`src/rtl/cursor_pkg.sv`:
```
// Shared types and the saturating step helper for the cursor stepper.
package cursor_pkg;

  // Auto-repeat controller states.
  typedef enum logic [1:0] {
    IDLE   = 2'd0,
    DELAY  = 2'd1,
    REPEAT = 2'd2
  } state_t;

  // Per-axis movement: -1, 0 or +1.
  typedef logic signed [1:0] delta_t;

  localparam delta_t DELTA_POS  = 2'sb01;
  localparam delta_t DELTA_NEG  = 2'sb11;
  localparam delta_t DELTA_ZERO = 2'sb00;

  // Working width of sat_step; callers widen their coordinate into it.
  localparam int SAT_W = 16;

  // Move value by delta, clamped to [0, max]; never wraps.
  function automatic logic [SAT_W-1:0] sat_step(
    input logic [SAT_W-1:0] value,
    input delta_t           delta,
    input logic [SAT_W-1:0] max
  );
    logic [SAT_W-1:0] r;
    r = value;
    if (delta == DELTA_POS) begin
      if (value < max) r = value + 1'b1;
      else             r = max;
    end else if (delta == DELTA_NEG) begin
      if (value != '0) r = value - 1'b1;
    end
    return r;
  endfunction

endpackage

```
`src/rtl/button_debouncer.sv`:
```
// Two-flop synchronizer followed by a tick-counted debouncer for one raw button.
module button_debouncer #(
  parameter int DB_TICKS = 4,
  parameter int CW       = 8
) (
  input  logic clk,
  input  logic rst,
  input  logic tick,
  input  logic raw,
  output logic level
);

  localparam logic [CW-1:0] DB_LAST = CW'(DB_TICKS - 1);

  logic          sync1_q, sync2_q;
  logic          level_q, level_d;
  logic [CW-1:0] cnt_q, cnt_d;

  // Next debounce state: count ticks while the synced level disagrees, flip on the last one.
  always_comb begin
    level_d = level_q;
    cnt_d   = cnt_q;
    if (sync2_q == level_q) begin
      cnt_d = '0;
    end else if (tick) begin
      if (cnt_q == DB_LAST) begin
        level_d = ~level_q;
        cnt_d   = '0;
      end else begin
        cnt_d = cnt_q + 1'b1;
      end
    end
  end

  // Synchronizer and debounce registers.
  always_ff @(posedge clk or posedge rst) begin
    if (rst) begin
      sync1_q <= 1'b0;
      sync2_q <= 1'b0;
      level_q <= 1'b0;
      cnt_q   <= '0;
    end else begin
      sync1_q <= raw;
      sync2_q <= sync1_q;
      level_q <= level_d;
      cnt_q   <= cnt_d;
    end
  end

  assign level = level_q;

endmodule

```
`src/rtl/cursor_stepper.sv`:
```
// Turns four direction buttons into a saturating (x, y) cursor with press-and-hold auto-repeat.
module cursor_stepper
  import cursor_pkg::*;
#(
  parameter int X_W          = 10,
  parameter int Y_W          = 9,
  parameter int X_MAX        = 639,
  parameter int Y_MAX        = 479,
  parameter int X_INIT       = 320,
  parameter int Y_INIT       = 240,
  parameter int DB_TICKS     = 4,
  parameter int HOLD_TICKS   = 16,
  parameter int REPEAT_TICKS = 4,
  parameter int CW           = 8
) (
  input  logic           clk,
  input  logic           rst,
  input  logic           tick,
  input  logic           btn_up,
  input  logic           btn_down,
  input  logic           btn_left,
  input  logic           btn_right,
  output logic [X_W-1:0] x,
  output logic [Y_W-1:0] y,
  output logic           moved
);

  localparam logic [CW-1:0] HOLD_LOAD   = CW'(HOLD_TICKS);
  localparam logic [CW-1:0] REPEAT_LOAD = CW'(REPEAT_TICKS);
  localparam logic [CW-1:0] TIMER_LAST  = CW'(1);

  logic up_lvl, down_lvl, left_lvl, right_lvl;

  button_debouncer #(.DB_TICKS(DB_TICKS), .CW(CW)) u_db_up (
    .clk(clk), .rst(rst), .tick(tick), .raw(btn_up), .level(up_lvl)
  );
  button_debouncer #(.DB_TICKS(DB_TICKS), .CW(CW)) u_db_down (
    .clk(clk), .rst(rst), .tick(tick), .raw(btn_down), .level(down_lvl)
  );
  button_debouncer #(.DB_TICKS(DB_TICKS), .CW(CW)) u_db_left (
    .clk(clk), .rst(rst), .tick(tick), .raw(btn_left), .level(left_lvl)
  );
  button_debouncer #(.DB_TICKS(DB_TICKS), .CW(CW)) u_db_right (
    .clk(clk), .rst(rst), .tick(tick), .raw(btn_right), .level(right_lvl)
  );

  delta_t         dx, dy;
  logic           active;
  state_t         state_q;
  logic [CW-1:0]  timer_q;
  logic [X_W-1:0] x_q, x_d;
  logic [Y_W-1:0] y_q, y_d;
  logic           moved_q, moved_d;

  // Direction decode: opposing buttons cancel each other out.
  always_comb begin
    dx = DELTA_ZERO;
    dy = DELTA_ZERO;
    if (right_lvl && !left_lvl)      dx = DELTA_POS;
    else if (left_lvl && !right_lvl) dx = DELTA_NEG;
    if (down_lvl && !up_lvl)         dy = DELTA_POS;
    else if (up_lvl && !down_lvl)    dy = DELTA_NEG;
    active = (dx != DELTA_ZERO) || (dy != DELTA_ZERO);
  end

  // Candidate position for a step; each axis saturates on its own.
  always_comb begin
    x_d     = X_W'(sat_step(SAT_W'(x_q), dx, SAT_W'(X_MAX)));
    y_d     = Y_W'(sat_step(SAT_W'(y_q), dy, SAT_W'(Y_MAX)));
    moved_d = (x_d != x_q) || (y_d != y_q);
  end

  // Auto-repeat FSM; position and moved strobe are registered together so moved aligns with x/y.
  always_ff @(posedge clk or posedge rst) begin
    if (rst) begin
      state_q <= IDLE;
      timer_q <= '0;
      x_q     <= X_W'(X_INIT);
      y_q     <= Y_W'(Y_INIT);
      moved_q <= 1'b0;
    end else begin
      moved_q <= 1'b0;
      case (state_q)
        IDLE: begin
          if (active) begin
            x_q     <= x_d;
            y_q     <= y_d;
            moved_q <= moved_d;
            timer_q <= HOLD_LOAD;
            state_q <= DELAY;
          end
        end
        DELAY: begin
          if (!active) begin
            state_q <= IDLE;
          end else if (tick) begin
            if (timer_q == TIMER_LAST) begin
              x_q     <= x_d;
              y_q     <= y_d;
              moved_q <= moved_d;
              timer_q <= REPEAT_LOAD;
              state_q <= REPEAT;
            end else begin
              timer_q <= timer_q - 1'b1;
            end
          end
        end
        REPEAT: begin
          if (!active) begin
            state_q <= IDLE;
          end else if (tick) begin
            if (timer_q == TIMER_LAST) begin
              x_q     <= x_d;
              y_q     <= y_d;
              moved_q <= moved_d;
              timer_q <= REPEAT_LOAD;
            end else begin
              timer_q <= timer_q - 1'b1;
            end
          end
        end
        default: state_q <= IDLE;
      endcase
    end
  end

  assign x     = x_q;
  assign y     = y_q;
  assign moved = moved_q;

endmodule

```
`config.mk`:
```
export PLATFORM = sky130hd
export DESIGN_NAME = cursor_stepper
export DESIGN_NICKNAME = d
export VERILOG_FILES = /design/src/rtl/cursor_pkg.sv /design/src/rtl/button_debouncer.sv /design/src/rtl/cursor_stepper.sv
export SDC_FILE = /design/constraint.sdc
export NUM_CORES = 1
export LEC_CHECK = 0
export BUFFER_PORTS_ARGS = -buffer_cell sky130_fd_sc_hd__clkbuf_2
export CORE_MARGIN = 3
export CORE_UTILIZATION = 56
export DETAILED_ROUTE_END_ITERATION = 10
export HOLD_SLACK_MARGIN = 0.12
export PLACE_DENSITY = 0.74
export RECOVER_POWER = 25
export SYNTH_ARGS = -nofsm -noshare
export SYNTH_HDL_FRONTEND = slang
export SYNTH_HIERARCHICAL = 1
export SYNTH_SLANG_ARGS = --single-unit
export TNS_END_PERCENT = 20
```
`constraint.sdc`:
```
create_clock -name clk -period 7 [get_ports clk]
set_clock_uncertainty 0.15 [all_clocks]
set_input_delay 1.4 -clock clk [delete_from_list [all_inputs] [get_ports clk]]
set_output_delay 1.4 -clock clk [all_outputs]
set_load 0.1 [all_outputs]
```
## Word level (Yosys, flattened, before mapping)

Cells that the tools add are included.

- Input bits: 7
- Logic and storage cells: 142
- Register bits: 74

- Muxes and demuxes: 50
- Reductions and logical operators: 28
- Equality and inequality tests: 24
- $add $sub $neg: 9
- Order comparisons: 2
- Bitwise logic cells: 8

Operator list:

| cell | number |
|---|---|
| $mux W8 | 16 |
| $mux W10 | 8 |
| $mux W9 | 8 |
| $add A8 B1 Y8 const B | 4 |
| $eq A8 B2 Y1 const B | 4 |
| $pmux W10 S2 | 1 |
| $mux W2 | 9 |
| $pmux W9 S2 | 1 |
| $pmux W8 S2 | 1 |
| $reduce_bool A2 Y1 | 7 |
| $reduce_and A3 Y1 | 4 |
| $add A10 B1 Y10 const B | 1 |
| $lt A10 B10 Y1 const B | 1 |
| $ne A10 B10 Y1 | 1 |
| $reduce_bool A10 Y1 | 1 |
| $sub A10 B1 Y10 const B | 1 |
| $add A9 B1 Y9 const B | 1 |
| $lt A9 B9 Y1 const B | 1 |
| $ne A9 B9 Y1 | 1 |
| $reduce_bool A9 Y1 | 1 |
| $sub A9 B1 Y9 const B | 1 |
| $eq A8 B1 Y1 const B | 1 |
| $not A1 Y1 | 8 |
| $reduce_and A4 Y1 | 2 |
| 16 further kinds | 37 |

## Depth between registers and ports, before layout

Gate-level depths: netlist of run 1.

- Depth after elaboration: 13
- Depth in mapped cells: 9
- Depth with buffers taken out: 7

## Hierarchy

Netlist of run 1, hierarchy kept.

By module, submodules not included:

| module | times used | area an instance (µm²) | seq. area each (µm²) | cells an instance |
|---|---|---|---|---|
| cursor_stepper | 1 | 2560.0 | 758.2 | 311 |
| button_debouncer | 4 | 565.5 | 275.3 | 53 |

## Worst setup path before layout of run 1

No wires, ideal clock.

- Path kind: input to register
- Start: in tick
- End: reg x_q[0] (netlist: x[0])
- Setup slack: 4.237 ns
- Data arrival time: 2.511 ns
- Stages: 7
- Path buffers: 2
- Data required time: 6.749 ns
- Path through: mux2_2 and2_1 clkbuf_1 nand2b_1 buf_2 o21ai_0 o31ai_1

- Cells in the longest elaborated chain, start to end: 2

Ends and longest elaborated chain:

| item | RTL line | source |
|---|---|---|
| from (decl) | cursor_stepper.sv:18 | `input logic tick,` |
| $ne A2 B1 Y1 (no source line) | - |  |
| $reduce_and A5 Y1 (no source line) | - |  |
| to (signal assigned) | cursor_stepper.sv:78 | `x_q <= X_W'(X_INIT);` |
| to (decl) | cursor_stepper.sv:51 | `logic [X_W-1:0] x_q, x_d;` |

No other way between the ends.
A chain may end at the register's enable or synchronous reset.

## Worst setup path in the final report of run 1

- Start: in tick
- End: reg y_q[6] (netlist: y[6])

- Cells in the longest elaborated chain, start to end: 2

Ends and longest elaborated chain:

| item | RTL line | source |
|---|---|---|
| $ne A2 B1 Y1 (no source line) | - |  |
| $reduce_and A5 Y1 (no source line) | - |  |
| to (signal assigned) | cursor_stepper.sv:79 | `y_q <= Y_W'(Y_INIT);` |
| to (signal assigned) | cursor_stepper.sv:87 | `y_q <= y_d;` |
| to (signal assigned) | cursor_stepper.sv:99 | `y_q <= y_d;` |
| to (decl) | cursor_stepper.sv:52 | `logic [Y_W-1:0] y_q, y_d;` |

No other way between the ends.

==> impl_metrics.toml, run 1 <==
[synthesis]
synthDistinctLibCells = 70
synth_top_cell_by_area = "dfrtp_1"
syn_area_mm2 = 0.00482
synthArstFlopShare = 1.00
ys.flop_type = "dfrtp_1"
synthCells = 523
synth_nets = 553
synth_seq_cells = 74
synth-edff-count = 0
synth_area_leaders = "dfrtp_1, ha_1, a31oi_1"
synth_top_area_share = 0.353
synth.yosys.warnings = 6
ys_seq_area_frac = 0.386
avgSynthCellArea_um2 = 9.22

[finish]
n_fill_cell = 705
layout.nets = 566
post-route-util = 0.618
antenna_cells = 0
final_common_cell = "dfrtp_1"
multi_input_area_mm2 = 0.00270
syn_to_final_growth_pct = 6.43
stdcell_area_mm2 = 0.00513
mostFrequentLayoutCells = "dfrtp_1, nand2_1, nor2_1"
drive_above_1_share = 0.174
regArea_mm2 = 0.00186

[setup_path]
cp_num_buf_inv = 2
crit_slowest_cell = "nor2_1"
cp_num_cells = 7
end_kind = "flip-flop"
crit_family = "simple AND/OR/NAND/NOR gates"
r2r_cells = 7
required_ns = 7.12
start_kind = "input pin"
cp_max_fo = 19
critical_path_class = "input pin to flip-flop"
cpPeakStageDelay_ns = 0.52
cp_data_arrival_time_ns = 3.29
r2r_slack_ns = 4.06
crit_chain = "clkbuf_2 > mux2_2 > nand2_1 > nor2_1 > buf_4 > o221ai_1 > o21ai_0"

[drt]
num_vias = 4210
first_iter_violations = 214
drc = 0
first_pass_iters = 5
avgRoutedWirePerCell_um = 16.9
vias_per_cell = 6.53
ant_nets = 0
drt_wl_total_um = 10900

[power]
pwr-share-clk = 0.146
p_sw_mw = 1.17
power_leakage_nw = 2.15
p_seq_frac = 0.324
internal_power_mw = 1.07
powerDensity_mw_per_mm2 = 435
combPwrFrac = 0.530
fin_total_pwr_mw = 2.23
vdd_drop_max_mv = 0.237
switching_share = 0.522

[global_route]
grt-ovfl-total = 0
grt_usage = 0.228
grt_pass1_wl_um = 18400
first_global_vias = 3998
antenna_found_initial = 0
grt_max_degree = 31

[die]
ioPinCount = 27
start_util = 0.581
row_count = 33
coreArea_mm2 = 0.00830
dieHeight_um = 98.8
die_x_um = 98.8
die_area_mm2 = 0.00976

[clock_network]
cts_root_buf = "clkbuf_8"
cts.clk_slew.worst_paths_ns = 0.08
clk_latency_ns = 0.35
clock-sinks = 74
postCtsSetupRepairBufs = 0
cts_tree = "built"
cts_htree_levels = 3
hold_buffers = 0
clk_path_buf_depth = 2
cts_resized = 0
cts_buffers = 9

[hold_path]
hold_depth = 0
hold_path_class = "flip-flop to flip-flop"

[timing]
setup_viol = 0
grt_setup_unrepaired = "false"
relSlewSlack = 0.322
period_share = 0.453
setup_ws_ns = 3.83
period_minus_slack_ns = 3.17
hold_viol_final = 0
clock.fmax_ghz = 0.315
tightestPinTransition_ns = 1.01
maxSlewViolCount = 0
setup_tns_ns = 0

[run_status]
status = "completed"

[run]
maxCapViolCount = 0

[placement]
dp_hpwl_um = 7630
place_congestion = 0.907
placed_cell_area_mm2 = 0.00495
post-place-ws_ns = 3.50
io_buffers = 26
==> worst reg2reg max path: stages, from the launching register on <==
cell,delay (ns)
dfrtp_1,0.42
inv_1,0.07
ha_1,0.58
inv_1,0.23
a211oi_1,0.84
a22oi_1,0.20
o21ai_0,0.20
o31ai_1,0.10
==> cells in the mapped netlist (5+ instances only) <==
cell type,n
dfrtp_1,68
o21ai_0,27
ha_1,23
o31ai_1,7
nand3_1,29
dfstp_2,6
a31oi_1,28
or2_2,5
buf_2,7
nor4b_2,5
nand3b_1,8
o211ai_1,5
nor3_1,11
and4_1,6
a21oi_1,32
a22o_2,8
and3_1,6
nor2_1,35
a41oi_1,6
nand2_1,41
nand4_1,11
o22ai_1,5
mux2_2,10
clkbuf_1,13
inv_1,30
buf_6,6
==> cell type report <==
class / instances / area share
Timing Repair Buffer: 28 / 0.0280
Multi-Input combinational cell: 393 / 0.526
Sequential cell: 74 / 0.362
Tap cell: 105 / 0.0256
Inverter: 30 / 0.0219
Clock inverter: 2 / 0.00731
Clock buffer: 13 / 0.0290
==> path summary, 6_finish.rpt <==
path / startpoint / end
max: tick / y[6]
min: u_db_left/sync1_q / u_db_left/sync2_q
max reg2reg: u_db_left/level / x[3]
min reg2reg: u_db_left/sync1_q / u_db_left/sync2_q
max in group asynchronous: rst / x[8]
min in group asynchronous: rst / u_db_up/sync2_q
==> power by group through the flow <==
stage	Sequential, mW	Clock, mW	Combinational (mW)
after global placement	0.722	0	1.14
after floorplan	0.946	0	0.741
final	0.725	0.326	1.18
after CTS	0.723	0.336	1.18
after detailed placement	0.731	0	1.17
after global routing	0.752	0.352	1.28
==> logic make-up after synthesis <==
logic type | synth area share
flops | 0.386
buf+inv | 0.0547
mux | 0.0275
xor+xnor | 0.0145
compound gates | 0.250
fa+ha+maj | 0.0597
simple gates | 0.208
==> sequential cells by signal, summed over array words and instances (netlist names) <==
name / count
u_db_down/sync1_q: 1
x: 10
moved: 1
u_db_left/cnt_q: 8
state_q: 2
u_db_up/sync2_q: 1
u_db_right/sync2_q: 1
u_db_left/sync1_q: 1
u_db_right/sync1_q: 1
u_db_down/sync2_q: 1
u_db_left/sync2_q: 1
timer_q: 8
y: 9
u_db_up/level: 1
u_db_up/sync1_q: 1
u_db_right/level: 1
u_db_right/cnt_q: 8
u_db_down/cnt_q: 8
u_db_down/level: 1
u_db_up/cnt_q: 8
u_db_left/level: 1
==> metal layers <==
metal | track usage | wire [µm] | vias to the layer above
met4 | 0.0746 | 181 | 0
met1 | 0.298 | 4760 | 2041
met3 | 0.0474 | 597 | 18
met5 | 0 | 0 | -
met2 | 0.380 | 5370 | 148
li1 | - | - | 2003
==> stage by stage <==
stage | hold slack (ns) | cells
after floorplan | 0.181 | 523
after global placement | 0.183 | 630
after detailed placement | 0.190 | 630
after CTS | 0.206 | 645
after global routing | 0.213 | 645
final | 0.201 | 645
(Power assumes the default switching activity.)
==> run 2, diff against run 1 <==
ABC_AREA = 1   (was unset)
PLACE_DENSITY = 0.77   (was 0.74)
clock period = 2.87 ns   (was 7 ns; I/O delays follow)
==> run 2 against run 1 <==
Global-route usage increased by 1.0 points. Total power rose to 2.9 times the previous value. Final area increased by 18%. Combinational power increased to 3.2 times the previous value. Synthesized area increased by 19%. Worst setup slack worse by 3.5 ns. First-iteration DRC count up 67%. Flip-flop and latch count unchanged. Routed wire length is 17% higher. Synthesized cell count increased by 54%. Critical path type is now flip-flop to flip-flop.
==> impl_metrics.toml, run 2 <==
[drt]
drt_wl_total_um = 12800
ant_nets = 0
first_iter_violations = 358
vias_per_cell = 5.43
num_vias = 5210
avgRoutedWirePerCell_um = 13.4
first_pass_iters = 5
drc = 0

[synthesis]
syn_area_mm2 = 0.00573
synth_nets = 834
ys.flop_type = "dfrtp_1"
synth_top_cell_by_area = "dfrtp_1"
synth-edff-count = 0
synthCells = 804
ys_seq_area_frac = 0.325
avgSynthCellArea_um2 = 7.12
synth_commonest_cells = "nand2_1, nand3_1, inv_1"
synthArstFlopShare = 1.00
synthDistinctLibCells = 44
synth_seq_cells = 74
yosys.cell_count.top_type = "nand2_1"
synth_area_leaders = "dfrtp_1, nand2_1, nand3_1"
synth_top_area_share = 0.297
synth.yosys.warnings = 6

[power]
power_leakage_nw = 2.99
internal_power_mw = 2.85
powerDensity_mw_per_mm2 = 1070
p_seq_frac = 0.275
pwr-share-clk = 0.139
combPwrFrac = 0.586
p_sw_mw = 3.60
vdd_drop_max_mv = 0.565
switching_share = 0.558
fin_total_pwr_mw = 6.45

[clock_network]
cts.clk_slew.worst_paths_ns = 0.08
cts_htree_levels = 3
clk_path_buf_depth = 2
clk_latency_ns = 0.35
hold_buffers = 1
cts_tree = "built"
postCtsSetupRepairBufs = 0
cts_root_buf = "clkbuf_8"
cts_resized = 0
clock-sinks = 74
cts_buffers = 9

[global_route]
grt_max_degree = 31
grt_usage = 0.239
first_global_vias = 5084
antenna_found_initial = 0
grt-ovfl-total = 0
grt_pass1_wl_um = 22400

[setup_path]
critical_path_class = "flip-flop to flip-flop"
end_kind = "flip-flop"
cp_max_fo = 20
crit_chain = "inv_1 > ha_1 > inv_1 > o21ai_0 > inv_1 > o21ai_1 > nor2_1 > inv_1 > buf_4 > o21ai_0"
cp_num_buf_inv = 5
startpoint = "state_q[0]"
r2r_slack_ns = 0.33
cpPeakStageDelay_ns = 0.40
reg2reg_from = "state_q[0]"
start_kind = "flip-flop"
required_ns = 2.94
crit_slowest_cell = "dfrtp_1"
cp_data_arrival_time_ns = 2.61
crit_family = "buffers and inverters"
cpMostUsedCell = "inv_1"

[die]
ioPinCount = 27
die_area_mm2 = 0.0115
coreArea_mm2 = 0.00986
dieHeight_um = 107
row_count = 36
start_util = 0.581
die_x_um = 107

[timing]
period_share = 0.884
clock.fmax_ghz = 0.394
hold_viol_final = 0
grt_setup_unrepaired = "false"
fin_hold_ws_ns = 0.176
relSlewSlack = 0.611
setup_viol = 0
maxSlewViolCount = 0
period_minus_slack_ns = 2.54
setup_tns_ns = 0
tightestPinTransition_ns = 0.582

[finish]
layout.nets = 852
largest_reg_flops = 10
syn_to_final_growth_pct = 5.57
n_fill_cell = 882
final_common_cell = "nand2_1"
antenna_cells = 0
mostFrequentLayoutCells = "nand2_1, nand3_1, inv_1"
drive_above_1_share = 0.174
stdcell_area_mm2 = 0.00605

[placement]
io_buffers = 26
place_congestion = 0.958
placed_cell_area_mm2 = 0.00584
dp_hpwl_um = 9700

[hold_path]
hold_path_class = "input pin to flip-flop"
min_from = "btn_up"

[run]
maxCapViolCount = 0

[run_status]
status = "completed"
==> run 2: cell families (layout without fill, tap and decap cells) <==
family / count (synthesis) / after routing / share of synthesized area
AOI/OAI and AO/OA: 79 / 79 / 0.0867
xor gates and xnor gates: 27 / 27 / 0.0413
buffers and inverters: 114 / 137 / 0.0976
and+or+nand+nor: 487 / 487 / 0.400
adders and majority gates: 23 / 23 / 0.0502
DFF: 74 / 74 / 0.325
==> run 2: routing by layer <==
| metal | track usage | vias up | wire [µm] |
|---|---|---|---|
| met4 | 0.0986 | 0 | 372 |
| met2 | 0.412 | 157 | 6340 |
| li1 | - | 2607 | - |
| met5 | 0 | - | 0 |
| met1 | 0.295 | 2412 | 5590 |
| met3 | 0.0385 | 34 | 527 |
==> run 2: area by class of cell <==
type / count / area [µm²] / share of cell area
well taps: 133 / 166 / 0.0275
clock buffers: 11 / 131 / 0.0217
repair buffers: 32 / 176 / 0.0292
flip-flops and latches: 74 / 1860 / 0.307
multi-input cells: 616 / 3290 / 0.545
clock inverters: 5 / 81.3 / 0.0134
inverters: 89 / 338 / 0.0559
==> run 2: worst reg2reg max path: cells and delay by family, from the launching register on <==
family                   cells  cell delay, ns
AO/OA/AOI/OAI                3            0.62
adder cells (fa/ha/maj)      1            0.32
flip-flops                   1            0.40
AND/OR/NAND/NOR              1            0.14
buffers and inverters        5            0.79
==> run 2: power by group through the flow <==
| stage | Combinational, mW | Sequential (mW) | Clock [mW] |
|---|---|---|---|
| floorplan | 2.45 | 2.41 | 0 |
| global placement | 3.66 | 1.76 | 0 |
| detailed placement | 3.76 | 1.79 | 0 |
| CTS | 3.78 | 1.77 | 0.914 |
| global route | 4.21 | 1.83 | 0.954 |
| finish | 3.78 | 1.77 | 0.893 |
==> run 2: worst paths after layout <==
kind | cells past startpoint | end
setup / recovery | 10 | x[4]
hold / removal | 1 | u_db_up/sync1_q
setup reg to reg | 10 | x[4]
hold reg to reg | 0 | u_db_left/sync2_q
max in group asynchronous | 4 | y[4]
min in group asynchronous | 3 | u_db_up/level
==> run 2: metrics by stage <==
step | instances | worst slack [ns] | util
6_report | 960 | 0.334 | 0.613
5_1_grt | 960 | 0.0470 | 0.613
4_1_cts | 960 | 0.359 | 0.615
3_5_place_dp | 943 | 0.370 | 0.592
3_3_place_gp | 943 | 0.400 | 0.592
2_1_floorplan | 804 | 0.0934 | -
